[src/rtl/pc_sched.sv]
// Next-PC scheduler: owns the fetch PC and arbitrates exception, eret, branch and sequential fetch.
// Redirects that arrive during a fetch stall are parked in a one-deep pending slot.
module pc_sched #(
  parameter logic [31:0] RESET_PC = 32'h0000_3000,
  parameter logic [31:0] EXC_PC   = 32'h0000_4180,
  parameter logic [31:0] IM_LO    = 32'h0000_3000,
  parameter logic [31:0] IM_HI    = 32'h0000_6FFF
) (
  input  logic        clk,
  input  logic        reset,
  input  logic        en,
  input  logic        br_valid,
  input  logic [31:0] br_target,
  input  logic        eret_req,
  input  logic [31:0] epc,
  input  logic        exc_req,
  output logic [31:0] pc,
  output logic        adel_if,
  output logic        flush,
  output logic        pend,
  output logic [15:0] redir_cnt
);

  typedef enum logic {RUN, PEND} state_t;

  state_t      state, state_nxt;
  logic [31:0] pend_addr, pend_addr_nxt;
  logic [31:0] pc_nxt;
  logic        flush_nxt;
  logic        cnt_inc;

  always_ff @(posedge clk or posedge reset) begin
    if (reset) begin
      state     <= RUN;
      pc        <= RESET_PC;
      pend_addr <= 32'h0;
      flush     <= 1'b0;
      redir_cnt <= 16'h0;
    end else begin
      state     <= state_nxt;
      pc        <= pc_nxt;
      pend_addr <= pend_addr_nxt;
      flush     <= flush_nxt;
      if (cnt_inc) redir_cnt <= redir_cnt + 16'd1;
    end
  end

  // Priority: exception > eret > parked redirect > branch > sequential.
  always_comb begin
    state_nxt     = state;
    pc_nxt        = pc;
    pend_addr_nxt = pend_addr;
    flush_nxt     = 1'b0;
    cnt_inc       = 1'b0;
    if (exc_req) begin
      pc_nxt    = EXC_PC;
      state_nxt = RUN;
      flush_nxt = 1'b1;
      cnt_inc   = 1'b1;
    end else if (eret_req) begin
      if (en) begin
        pc_nxt    = epc;
        state_nxt = RUN;
        flush_nxt = 1'b1;
        cnt_inc   = 1'b1;
      end else begin
        pend_addr_nxt = epc;
        state_nxt     = PEND;
      end
    end else if (state == PEND) begin
      // br_valid here comes from the same stalled instruction, so it is ignored.
      if (en) begin
        pc_nxt    = pend_addr;
        state_nxt = RUN;
        cnt_inc   = 1'b1;
      end
    end else if (br_valid) begin
      if (en) begin
        pc_nxt  = br_target;
        cnt_inc = 1'b1;
      end else begin
        pend_addr_nxt = br_target;
        state_nxt     = PEND;
      end
    end else if (en) begin
      pc_nxt = pc + 32'd4;
    end
  end

  assign pend    = (state == PEND);
  assign adel_if = (pc[1:0] != 2'b00) || (pc < IM_LO) || (pc > IM_HI);

endmodule

[config.mk]
export PLATFORM = sky130hd
export DESIGN_NAME = pc_sched
export DESIGN_NICKNAME = d
export VERILOG_FILES = /design/src/rtl/pc_sched.sv
export SDC_FILE = /design/constraint.sdc
export NUM_CORES = 1
export LEC_CHECK = 0
export CAP_MARGIN = 30
export CORE_ASPECT_RATIO = 1.5
export CORE_MARGIN = 2
export CORE_UTILIZATION = 50
export CTS_CLUSTER_SIZE = 8
export DETAILED_ROUTE_END_ITERATION = 12
export PLACE_DENSITY = 0.92
export SYNTH_ARGS = -nofsm -noshare
export SYNTH_HDL_FRONTEND = slang
export SYNTH_SLANG_ARGS = --single-unit
[constraint.sdc]
create_clock -name clk -period 2.9 [get_ports clk]
set_input_delay 0.58 -clock clk [delete_from_list [all_inputs] [get_ports clk]]
set_output_delay 0.58 -clock clk [all_outputs]
set_load 0.1 [all_outputs]
==> results.yml, run 1 <==
run_status:
  status: "finished clean"
sta:
  setup_ws_ps: 350
  worstMarginPinSlew_ps: 709
  fin_crit_sh_pct: 87.9
  final-hold-violation-count: 0
  setup_viol: 0
  slew_viol_final: 0
  setup_tns_ps: 0
  maxSlewHeadroom_pct: 52.3
  rsz0062_at_grt: "no"
  skew_ps: 10.3
  fmax_ghz: 0.392
  min_period_ps: 2550
pwr:
  p_seq_share_pct: 35.8
  power.switching_mw: 1.77
  peakVddDrop_mv: 1.23
  p_int_mw: 2.55
  power_density_nw_per_um2: 658
  p_comb_share_pct: 35.3
  swShare_pct: 41.0
  pwr-share-clk_pct: 28.9
  p_leak_nw: 2.70
synthesis:
  synth_seq_cells: 82
  syn_area_um2: 5030
  syn-mean-instance-area_um2: 8.77
  yosysTopAreaCell: "dfrtp_1"
  ys_types: 61
  syn_inst: 574
  synth_most_common_cell: "dfrtp_1"
  yosysWarnings: 0
  netlist_top_cells_count: "80 x dfrtp_1, 48 x nand2_1, 46 x a22oi_1, 46 x o21ai_0, 37 x clkbuf_1"
  seq_area_frac_synth_pct: 40.8
  yosysTopAreaCellShare_pct: 39.8
  ys_top_cells_by_area: "dfrtp_1 40%, a22oi_1 6.9%, o21ai_0 4.6%"
  synth-async-reset-ratio_pct: 100
  synthFlopType: "dfrtp_1"
  synth_edf_count: 0
  syn_nets: 646
place:
  pre_cts_ws_ps: 440
  gp_congestion: 0.953
  hpwl_um: 11300
  io_buffers: 120
  dp.cells: 783
cts:
  cts_setup_buffers: 0
  ctsResizeCount: 0
  htreeDepth: 3
  cts_root_buf: "clkbuf_16"
  cts_buffer_depth: 2
  clk_pin_slew_ps: 70
  cts_tree: "built"
  clock-sinks: 82
  clock_latency_ps: 340
  cts_hold_buffers: 0
  cts_buffers: 9
critical_path:
  endpoint_kind: "flip-flop"
  critPathLaunchType: "flip-flop"
  worstPathCellList: "nand4_2, or4_1, nor4_1, o31ai_1, o2bb2ai_1"
  cpLargestDelayFamily: "simple AND/OR/NAND/NOR gates"
  worstPathArrival_ps: 2770
  worstSetupPathType: "flip-flop to flip-flop"
  cp.required_ps: 3120
  cpPeakStageDelay_ps: 740
  path_max_fanout: 7
  slowest_stage: "or4_1"
  critPathBufInv: 0
floorplan:
  ios: 121
  die-area_um2: 10900
  start_util_pct: 51.6
  fp-row-count: 44
  die_y_um: 127
  die_x_um: 85.9
  coreArea_um2: 9740
cells_and_area:
  n_antenna_cell: 0
  nets: 751
  drive_above_1_share_pct: 16.4
  syn_to_final_growth_pct: 30.6
  fin_cells: 799
grt:
  grt_max_degree: 57
  antenna_found_initial: 0
  grt_usage_pct: 30.0
  overflow: 0
  grtUsageMet2_pct: 51.0
  met3_usage_pct: 5.53
  busiest_layer: "met2"
  grt_first_pass_wirelength_um: 26000
  grt_util_met1_pct: 35.9
  grt_pass1_vias: 5250
hold_path:
  min_path_type: "flip-flop to flip-flop"
run:
  maxCapViolCount: 0
detailed_routing:
  wl_per_cell_um: 20.6
  routed_via_density: 6.79
  antenna_left: 0
  via_count: 5427
  first_iter_violations: 681
  drcViolationCount: 0
  dr.pass1.iters: 5
  wl_um: 16400
==> final cells by class <==
type,count,area (µm²)
inverter,15,57.6
clock inverter,6,90.1
fill,744,3170
timing repair buffer,142,1260
sequential,82,2060
tap,115,144
multi-input combinational,429,2730
clock buffer,10,229
==> worst paths after layout <==
check                      cells past startpoint       endpoint           from  slack [ps]
setup reg to reg                               5         pc[23]          pc[5]         350
hold reg to reg                                1  redir_cnt[15]  redir_cnt[15]         480
setup / recovery                               5         pc[23]          pc[5]         350
hold / removal                                 1  redir_cnt[15]  redir_cnt[15]         480
max in group asynchronous                      3  pend_addr[13]          reset        1570
min in group asynchronous                      2          flush          reset         660
==> logic make-up (layout without fill, tap and decap cells) <==
family	Yosys count	count (layout)	share of synthesized area, %
buf+inv	63	173	4.90
xor+xnor	25	25	4.35
flops	82	82	40.8
simple gates	173	173	17.7
fa+ha+maj	2	2	0.497
compound gates	213	213	28.5
mux	16	16	3.21
==> worst register-to-register path, delay by kind of cell, from the launching register on <==
kind,cells,cell delay (ps)
AND/OR/NAND/NOR,3,1680
flip-flops,1,470
AO/OA/AOI/OAI,2,270
==> power groups by stage <==
stage	registers (mW)	clock network [mW]	logic, mW
finish	1.55	1.25	1.53
global route	1.57	1.30	1.61
CTS	1.54	1.26	1.52
detailed placement	1.56	0	1.52
global placement	1.54	0	1.48
floorplan	2.15	0	0.475
==> placed cells by master (no fill, tap or decap), drive strengths merged, types with 4 or more instances in the layout <==
master         instances
dfrtp                 80
buf                   74
clkdlybuf4s50         68
nand2                 48
o21ai                 46
a22oi                 46
nor2                  36
a21oi                 36
xnor2                 19
o22ai                 17
inv                   16
mux2i                 15
nand4                 15
nor4                  15
nor3                  14
nand3                 14
o221ai                13
and3                  10
clkbuf                10
o211ai                 8
xor2                   6
nand2b                 5
a211oi                 4
o31ai                  4
a311oi                 4
a31o                   4
or4                    4
==> registers in the layout, summed over array words and instances (netlist names) <==
register,count
pend_addr,32
pc,32
redir_cnt,16
pend,1
flush,1
==> layer usage <==
layer  vias up  part of all wire (%)  wire, µm
met3        72                   9.2      1510
met2       380                    50      8270
met5         -                     0         0
met1      2576                    36      5960
li1       2399                     -         -
met4         0                   4.2       694
==> per-stage QoR <==
step	hold WS, ps	total power, mW	area, µm²	util [%]
2_1_floorplan	450	2.63	5040	-
3_5_place_dp	473	3.07	6250	64.2
4_1_cts	488	4.32	6570	67.4
6_report	482	4.32	6570	67.4
3_3_place_gp	462	3.03	6250	64.2
5_1_grt	506	4.48	6570	67.4
No activity file was read; power rests on OpenSTA's default activity.
==> run 2: changes to the inputs <==
--- a/config.mk
+++ b/config.mk
@@ -12,6 +12,7 @@
 export CTS_CLUSTER_SIZE = 8
 export DETAILED_ROUTE_END_ITERATION = 12
 export PLACE_DENSITY = 0.92
+export SLEW_MARGIN = 20
 export SYNTH_ARGS = -nofsm -noshare
 export SYNTH_HDL_FRONTEND = slang
 export SYNTH_SLANG_ARGS = --single-unit
==> results of run 2 <==
No change in the layout: final DEF, timing and power equal those of run 1.
